File: src/rtl/mul_pkg.sv
// Shared widths and dispatcher FSM encoding for users of the iterative multiplier.
package mul_pkg;
   localparam int DATA_W = 32;
   localparam int RES_W  = 64;

   typedef enum logic [1:0] {
      S_IDLE  = 2'd0,
      S_ISSUE = 2'd1,
      S_WAIT  = 2'd2,
      S_HOLD  = 2'd3
   } state_t;
endpackage

File: src/rtl/mul_dispatch_fifo.sv
// Operand/tag queue in front of the multiplier; DEPTH must be a power of two so
// the read and write pointers wrap naturally.
module mul_dispatch_fifo
   import mul_pkg::*;
#(
   parameter int DEPTH = 4,
   parameter int WIDTH = 2 * DATA_W + 2
) (
   input  logic             clk,
   input  logic             rst_n,
   input  logic             i_push,
   input  logic [WIDTH-1:0] i_data,
   input  logic             i_pop,
   output logic [WIDTH-1:0] o_data,
   output logic             o_full,
   output logic             o_empty
);
   localparam int PTR_W = $clog2(DEPTH);

   logic [WIDTH-1:0] r_mem [DEPTH];
   logic [PTR_W-1:0] r_wr_ptr;
   logic [PTR_W-1:0] r_rd_ptr;
   logic [PTR_W:0]   r_count;

   always_ff @(posedge clk or negedge rst_n) begin
      if (!rst_n) begin
         r_wr_ptr <= '0;
         r_rd_ptr <= '0;
         r_count  <= '0;
      end else begin
         if (i_push) r_wr_ptr <= r_wr_ptr + PTR_W'(1);
         if (i_pop)  r_rd_ptr <= r_rd_ptr + PTR_W'(1);
         if (i_push && !i_pop)      r_count <= r_count + (PTR_W+1)'(1);
         else if (i_pop && !i_push) r_count <= r_count - (PTR_W+1)'(1);
      end
   end

   always_ff @(posedge clk) begin
      if (i_push) r_mem[r_wr_ptr] <= i_data;
   end

   assign o_data  = r_mem[r_rd_ptr];
   assign o_full  = (r_count == (PTR_W+1)'(DEPTH));
   assign o_empty = (r_count == '0);
endmodule

File: src/rtl/mul_dispatch.sv
// Queues operand pairs and feeds them one at a time to an iterative multiplier,
// returning each product (or a timeout marker) with its caller tag, in order.
//
// state | meaning
// IDLE  | nothing in flight, waiting for a queued pair
// ISSUE | one-cycle start pulse, head popped, tag captured
// WAIT  | waiting for multiplier done or timeout
// HOLD  | response presented until downstream accepts it
module mul_dispatch
   import mul_pkg::*;
#(
   parameter int DEPTH   = 4,
   parameter int TAG_W   = 2,
   parameter int TIMEOUT = 63
) (
   input  logic              clk,
   input  logic              rst_n,
   input  logic              req_valid,
   output logic              req_ready,
   input  logic [DATA_W-1:0] req_a,
   input  logic [DATA_W-1:0] req_b,
   input  logic [TAG_W-1:0]  req_tag,
   output logic              mul_valid_in,
   output logic [DATA_W-1:0] mul_a,
   output logic [DATA_W-1:0] mul_b,
   input  logic              mul_valid_out,
   input  logic [RES_W-1:0]  mul_r,
   output logic              rsp_valid,
   input  logic              rsp_ready,
   output logic [RES_W-1:0]  rsp_r,
   output logic [TAG_W-1:0]  rsp_tag,
   output logic              rsp_err,
   output logic              busy
);
   localparam int         FW       = 2 * DATA_W + TAG_W;
   localparam logic [5:0] CNT_LAST = 6'(TIMEOUT - 1);

   state_t              r_state;
   state_t              w_state_nxt;
   logic [DATA_W-1:0]   r_mul_a;
   logic [DATA_W-1:0]   r_mul_b;
   logic [TAG_W-1:0]    r_tag;
   logic [RES_W-1:0]    r_rsp_r;
   logic                r_rsp_err;
   logic [5:0]          r_cnt;

   logic                w_push;
   logic                w_pop;
   logic                w_full;
   logic                w_empty;
   logic                w_timeout;
   logic [FW-1:0]       w_head;
   logic [DATA_W-1:0]   w_head_a;
   logic [DATA_W-1:0]   w_head_b;
   logic [TAG_W-1:0]    w_head_tag;

   assign w_push     = req_valid && !w_full;
   assign w_pop      = (r_state == S_ISSUE);
   assign w_head_tag = w_head[FW-1 -: TAG_W];
   assign w_head_a   = w_head[2*DATA_W-1 -: DATA_W];
   assign w_head_b   = w_head[DATA_W-1:0];
   assign w_timeout  = (r_cnt == CNT_LAST);

   mul_dispatch_fifo #(
      .DEPTH (DEPTH),
      .WIDTH (FW)
   ) u_fifo (
      .clk     (clk),
      .rst_n   (rst_n),
      .i_push  (w_push),
      .i_data  ({req_tag, req_a, req_b}),
      .i_pop   (w_pop),
      .o_data  (w_head),
      .o_full  (w_full),
      .o_empty (w_empty)
   );

   always_ff @(posedge clk or negedge rst_n) begin
      if (!rst_n) r_state <= S_IDLE;
      else        r_state <= w_state_nxt;
   end

   always_comb begin
      w_state_nxt = r_state;
      case (r_state)
         S_IDLE:  if (!w_empty) w_state_nxt = S_ISSUE;
         S_ISSUE: w_state_nxt = S_WAIT;
         S_WAIT:  if (mul_valid_out || w_timeout) w_state_nxt = S_HOLD;
         S_HOLD:  if (rsp_ready) w_state_nxt = w_empty ? S_IDLE : S_ISSUE;
         default: w_state_nxt = S_IDLE;
      endcase
   end

   always_ff @(posedge clk or negedge rst_n) begin
      if (!rst_n) begin
         r_mul_a   <= '0;
         r_mul_b   <= '0;
         r_tag     <= '0;
         r_rsp_r   <= '0;
         r_rsp_err <= 1'b0;
         r_cnt     <= '0;
      end else begin
         r_cnt <= (r_state == S_WAIT) ? r_cnt + 6'd1 : 6'd0;
         if (r_state == S_ISSUE) begin
            r_mul_a <= w_head_a;
            r_mul_b <= w_head_b;
            r_tag   <= w_head_tag;
         end
         // A real done wins over a timeout landing on the same cycle.
         if (r_state == S_WAIT) begin
            if (mul_valid_out) begin
               r_rsp_r   <= mul_r;
               r_rsp_err <= 1'b0;
            end else if (w_timeout) begin
               r_rsp_r   <= '0;
               r_rsp_err <= 1'b1;
            end
         end
      end
   end

   assign req_ready    = !w_full;
   assign mul_valid_in = (r_state == S_ISSUE);
   assign mul_a        = (r_state == S_ISSUE) ? w_head_a : r_mul_a;
   assign mul_b        = (r_state == S_ISSUE) ? w_head_b : r_mul_b;
   assign rsp_valid    = (r_state == S_HOLD);
   assign rsp_r        = r_rsp_r;
   assign rsp_tag      = r_tag;
   assign rsp_err      = r_rsp_err;
   assign busy         = !w_empty || (r_state != S_IDLE);
endmodule

File: config.mk
export PLATFORM = sky130hd
export DESIGN_NAME = mul_dispatch
export DESIGN_NICKNAME = d
export VERILOG_FILES = /design/src/rtl/mul_pkg.sv /design/src/rtl/mul_dispatch_fifo.sv /design/src/rtl/mul_dispatch.sv
export SDC_FILE = /design/constraint.sdc
export NUM_CORES = 1
export LEC_CHECK = 0
export BUFFER_PORTS_ARGS = -buffer_cell sky130_fd_sc_hd__buf_2
export CAP_MARGIN = 20
export CORE_MARGIN = 1.5
export CORE_UTILIZATION = 55
export DETAILED_ROUTE_END_ITERATION = 6
export PLACE_DENSITY = 0.79
export SLEW_MARGIN = 40
export SYNTH_ARGS = -nofsm -noshare
export SYNTH_HDL_FRONTEND = slang
export SYNTH_SLANG_ARGS = --single-unit
File: constraint.sdc
create_clock -name clk -period 3.12 [get_ports clk]
set_input_delay 0.156 -clock clk [delete_from_list [all_inputs] [get_ports clk]]
set_output_delay 0.156 -clock clk [all_outputs]
set_load 0.02 [all_outputs]
### After elaboration in Yosys (flattened, before gate mapping)

Memory sizes are Yosys's and may differ from the RTL's.
Cells that the tools add are included.
Widths: inputs -> output; s select.

* register bits: 146
* bits in writable memories: 264
* bits of input ports: 135
* output and inout bits: 135
* word-level logic and storage cells: 56
* memories: 1

Memory list
* u_fifo.r_mem: words 4, width 66, rd ports 1, clocked after memory_dff 0, write ports 1, RTL line mul_dispatch_fifo.sv:20 `logic [WIDTH-1:0] r_mem [DEPTH];`

* add/sub/neg operators: 5
* equality and inequality tests: 8
* muxes and demuxes: 16
* reduce and logical (&&, ||, !) cells: 16

Operator list (count)
* $mux 64: 2
* $mux 32: 2
* $pmux 2 s4: 1
* $add 6x1->6 const B: 1
* $eq 6x6->1 const B: 1
* $mux 2: 3
* $mux 3: 2
* $mux 6: 1
* $reduce_bool 2->1: 3
* $mux 1: 5
* $add 2x1->2 const B: 2
* $eq 2x2->1 const B: 2
* $logic_not 1->1: 4
* $ne 2x2->1 const B: 2
* $add 3x1->3 const B: 1
* $eq 3x3->1 const B: 1
* $logic_and 1x1->1: 3
* $logic_not 3->1: 1
* $reduce_and 3->1: 1
* $sub 3x1->3 const B: 1
* $eq 2x1->1 const B: 1
* $logic_not 2->1: 1
* $logic_or 1x1->1: 2
* $ne 2x1->1 const B: 1
* $reduce_and 2->1: 1

### Depth between registers and ports, before layout

* word-level depth: 7
* gate-level depth with buffers: 12
* depth with buffers taken out: 9

### Cells and area by module

Synthesis repeated with hierarchy kept, for this count alone.

* cell total of the unflattened synthesis: 848
* area, all modules: 15467.3 um^2

Modules (own cells, without submodules)
* mul_dispatch_fifo: instances 1, cells each 379, area each 9937.0 um^2, seq. area each 8102.8 um^2
* mul_dispatch: instances 1, cells each 469, area each 5530.3 um^2, seq. area each 3478.3 um^2

### Worst setup path before layout

Ideal clock, no wire load.

* path kind: reg2reg
* from: register u_fifo.r_count[0]
* to: memory u_fifo.r_mem[0][0] in the netlist's numbering, enable pin
* setup time: 0.432 ns
* arrival time: 2.322 ns
* required time: 2.688 ns
* setup slack: 0.367 ns
* stages on the path, launching flop included: 4
* path buffers: 0
* clock period less this slack: 2.753 ns
* path through: dfrtp_1 > nor2_1 > nand2_1 > and3_1

* word-level cells in the longest chain between the ends: 5

Ends and longest elaborated chain
* start: declaration: RTL line mul_dispatch_fifo.sv:23 `logic [PTR_W:0] r_count;`
* start signal: assignment: RTL line mul_dispatch_fifo.sv:33 `if (i_push && !i_pop) r_count <= r_count + (PTR_W+1)'(1);`
* start signal: assignment: RTL line mul_dispatch_fifo.sv:34 `else if (i_pop && !i_push) r_count <= r_count - (PTR_W+1)'(1);`
* $eq 3x3->1: RTL line mul_dispatch_fifo.sv:43 `assign o_full = (r_count == (PTR_W+1)'(DEPTH));`
* $logic_not 1->1
* net req_ready: RTL line mul_dispatch.sv:19 `output logic req_ready,`
* $logic_and 1x1->1: RTL line mul_dispatch.sv:57 `assign w_push = req_valid && !w_full;`
* $mux 1: RTL line mul_dispatch_fifo.sv:39 `if (i_push) r_mem[r_wr_ptr] <= i_data;`
* $mux 1 (implied by the code): RTL line mul_dispatch_fifo.sv:39
* end: declaration: RTL line mul_dispatch_fifo.sv:20

The timed path passes the listed nets, and every way through them passes these cells.

### Worst setup path after layout

* from: register u_fifo.r_rd_ptr[0]
* to: output mul_a[29]

* word-level cells in the longest chain between the ends: 2

Ends and longest elaborated chain
* start: declaration: RTL line mul_dispatch_fifo.sv:22 `logic [PTR_W-1:0] r_rd_ptr;`
* start signal: assignment: RTL line mul_dispatch_fifo.sv:32 `if (i_pop) r_rd_ptr <= r_rd_ptr + PTR_W'(1);`
* $mem_v2 4x66
* $mux 32: RTL line mul_dispatch.sv:124 `assign mul_a = (r_state == S_ISSUE) ? w_head_a : r_mul_a;`
* end: declaration: RTL line mul_dispatch.sv:24 `output logic [DATA_W-1:0] mul_a,`

Every way passes these cells.

==> impl_metrics.tcl <==
set metrics [dict create \
    status "complete, no violations" \
    initial_utilization 0.561 \
    routed_via_density 5.60 \
    hp-class "input port to asynchronous set/reset pin" \
    cts_root_buf "clkbuf_16" \
    fp.dieArea_mm2 0.0285 \
    syn_inst 709 \
    crit_path_end_kind "output port" \
    maxSlewHeadroom 0.586 \
    period_share 0.888 \
    layout-drive-gt1-share 0.418 \
    cp_top_family "multiplexers" \
    finalClockSkew_ns 0.0310 \
    antenna_left 0 \
    grt_pass1_vias 9069 \
    synth_top_area_share 0.523 \
    synth_edf_count 264 \
    detail_route.wl_per_cell_um 22.4 \
    cts_tree "done" \
    wl_um 33700 \
    fillers 1578 \
    cts_inserted_buffers 41 \
    tns_ns 0 \
    cts.clk_slew.worst_paths_ns 0.06 \
    antenna_found_initial 3 \
    syn-cell-area_mm2 0.0151 \
    clkSinkCount 410 \
    clockBufferDepth 3 \
    setup_viol 0 \
    p_per_area_mw_per_mm2 1040 \
    muxShareOfSynthArea 0.155 \
    cp_slowest_cell "dfrtp_4" \
    worstSkewPairLatency_ns 0.53 \
    crit_arrival_ns 2.61 \
    clock.fmax_mhz 361 \
    drt_pass1_iterations 6 \
    ys_ff_latch 410 \
    postSynthNetCount 857 \
    grt_pass1_wl_um 51100 \
    vias 8443 \
    path_buf_inv 2 \
    cts_setup_buffers 0 \
    hold_ws_ns 0.126 \
    gp_congestion 0.727 \
    gr-total-overflow 0 \
    leakagePower_nw 7.87 \
    drv_cap 0 \
    hpwlAfterDp_um 19000 \
    grt_max_degree 50 \
    core-area_mm2 0.0270 \
    fin_nets 1282 \
    numPortBuffers 269 \
    synth.distinct_cells 32 \
    num_rows 60 \
    synth-simple-area-share 0.00851 \
    cts_resized 0 \
    place_area_mm2 0.0170 \
    synth_top_family_by_area "multiplexers" \
    start_kind "flip-flop" \
    ys_seq_area_frac 0.764 \
    path_max_fanout 22 \
    drt_first_iter_violations 604 \
    synth_largest_area_cell "edfxtp_1" \
    tightest_slew_ns 0.621 \
    drc_errors 0 \
    rsz0062_at_grt "false" \
    regArea_mm2 0.0116 \
    synth_fa_ha_area_frac 0.0112 \
    netlist_top_cells_area "edfxtp_1, dfrtp_1, mux4_2" \
    crit_type "flip-flop to output port" \
    drv_slew 0 \
    final-hold-violation-count 0 \
    synth_ff_type "edfxtp_1" \
    area_delta_synth_final_pct 29.6 \
    stdcell_area_mm2 0.0196 \
    critPathRequiredTime_ns 2.96 \
    ir_drop_mv 0.747 \
    die_w_um 169 \
    synth_warnings 0 \
    fin_crit_ns 2.77 \
    avgSynthCellArea_um2 21.4 \
    h-tree-depth 2 \
    crit_path_max_incr_delay_ns 0.75 \
    synth_xor_area_frac 0.00520 \
    pin_count 270 \
    die_h_um 169 \
    synth_compound_area_frac 0.0399 \
    multiInputGateArea_mm2 0.00336 \
    path_cells "buf_4, mux4_2, mux2_2, buf_2" \
    async_flop_share 0.356 \
    grt_usage 0.239 \
]
[kinds of logic (layout without fill, tap and decap cells)]
family | count (synthesis) | count (layout)
flops | 410 | 410
xor+xnor | 9 | 9
other cells | 0 | 3
compound gates | 71 | 71
simple gates | 24 | 24
fa+ha+maj | 13 | 13
buf+inv | 46 | 501
mux | 136 | 136
[final timing paths]
kind | start | to | slack, ns | cells past startpoint
max in group asynchronous | rst_n | rsp_r[23] | 2.13 | 3
min reg2reg | r_cnt[0] | r_cnt[0] | 0.48 | 1
min | rst_n | rsp_tag[1] | 0.13 | 2
max | u_fifo.r_rd_ptr[0] | mul_a[29] | 0.35 | 4
max reg2reg | r_cnt[0] | rsp_r[12] | 0.96 | 7
min in group clk | req_valid | u_fifo.r_wr_ptr[0] | 0.14 | 3
[final cells by class]
| cell class | count | area share |
|---|---|---|
| Antenna cell | 3 | 0.000382 |
| Clock buffer | 68 | 0.0621 |
| Clock inverter | 5 | 0.00421 |
| Inverter | 9 | 0.00172 |
| Multi-Input combinational cell | 253 | 0.171 |
| Sequential cell | 410 | 0.590 |
| Tap cell | 341 | 0.0217 |
| Timing Repair Buffer | 419 | 0.149 |
[routing by layer]
layer	global-route usage	up-vias	routed length, um
met5	0	-	0
met4	0.0637	0	691
met3	0.0652	61	2590
met2	0.416	342	17100
met1	0.298	4348	13300
li1	-	3692	-
[per-stage QoR]
step	utilization	power, W	std cells	setup slack, ns
2_1_floorplan	-	0.0132	709	0.367
3_3_place_gp	0.630	0.0154	1301	0.875
3_5_place_dp	0.630	0.0156	1301	0.862
4_1_cts	0.726	0.0205	1505	0.276
5_1_grt	0.727	0.0213	1507	0.193
6_report	0.727	0.0204	1508	0.350
[report_power, final]
group,internal [W],total [W],switching [W],leakage (nW)
sequential,0.00751,0.00827,0.000764,4.18
clock,0.00283,0.00474,0.00192,0.632
combinational,0.00327,0.00740,0.00413,3.05
[worst register-to-register path, stage by stage (launching register included)]
cell and delay (ns):
dfrtp_1 0.38, inv_1 0.06, ha_1 0.18, and3_1 0.18, a31oi_1 0.21, nand2b_2 0.46, buf_4 0.39, a22o_1 0.23
[state kept, by name, summed over array words and instances (netlist names), 3 cells and up]
register and cells:
u_fifo.r_mem 264, rsp_r 64, r_cnt 6, r_mul_a 32
u_fifo.r_count 3, r_mul_b 32
[cell usage in the layout, fill, tap and decap left out, types with 3 or more instances in the layout]
cell | Yosys | routed
a22o_1 | 64 | 64
and2_1 | 4 | 3
and3_4 | 0 | 4
buf_12 | 2 | 9
buf_2 | 16 | 268
buf_4 | 0 | 10
clkbuf_1 | 9 | 19
clkbuf_16 | 0 | 42
clkbuf_8 | 0 | 7
dfrtp_1 | 146 | 144
diode_2 | 0 | 3
dlygate4sd3_1 | 0 | 131
edfxtp_1 | 264 | 264
ha_1 | 12 | 11
inv_1 | 9 | 9
mux2_2 | 52 | 52
mux2_4 | 18 | 18
mux4_2 | 66 | 66
nand2_1 | 5 | 5
xnor2_1 | 5 | 5
xor2_1 | 4 | 4
[synthesized netlist by cell type (all sizes together) (9+ instances only)]
master  instances
edfxtp        264
inv             9
mux2           70
mux4           66
buf            28
clkbuf          9
a22o           64
ha             12
dfrtp         146
[timing repair]
item	CTS	global route
hold buffers	131	0
hold endpoints to repair	371	0
endpoints found under the setup margin	0	0
No activity file was read; power rests on OpenSTA's default activity.
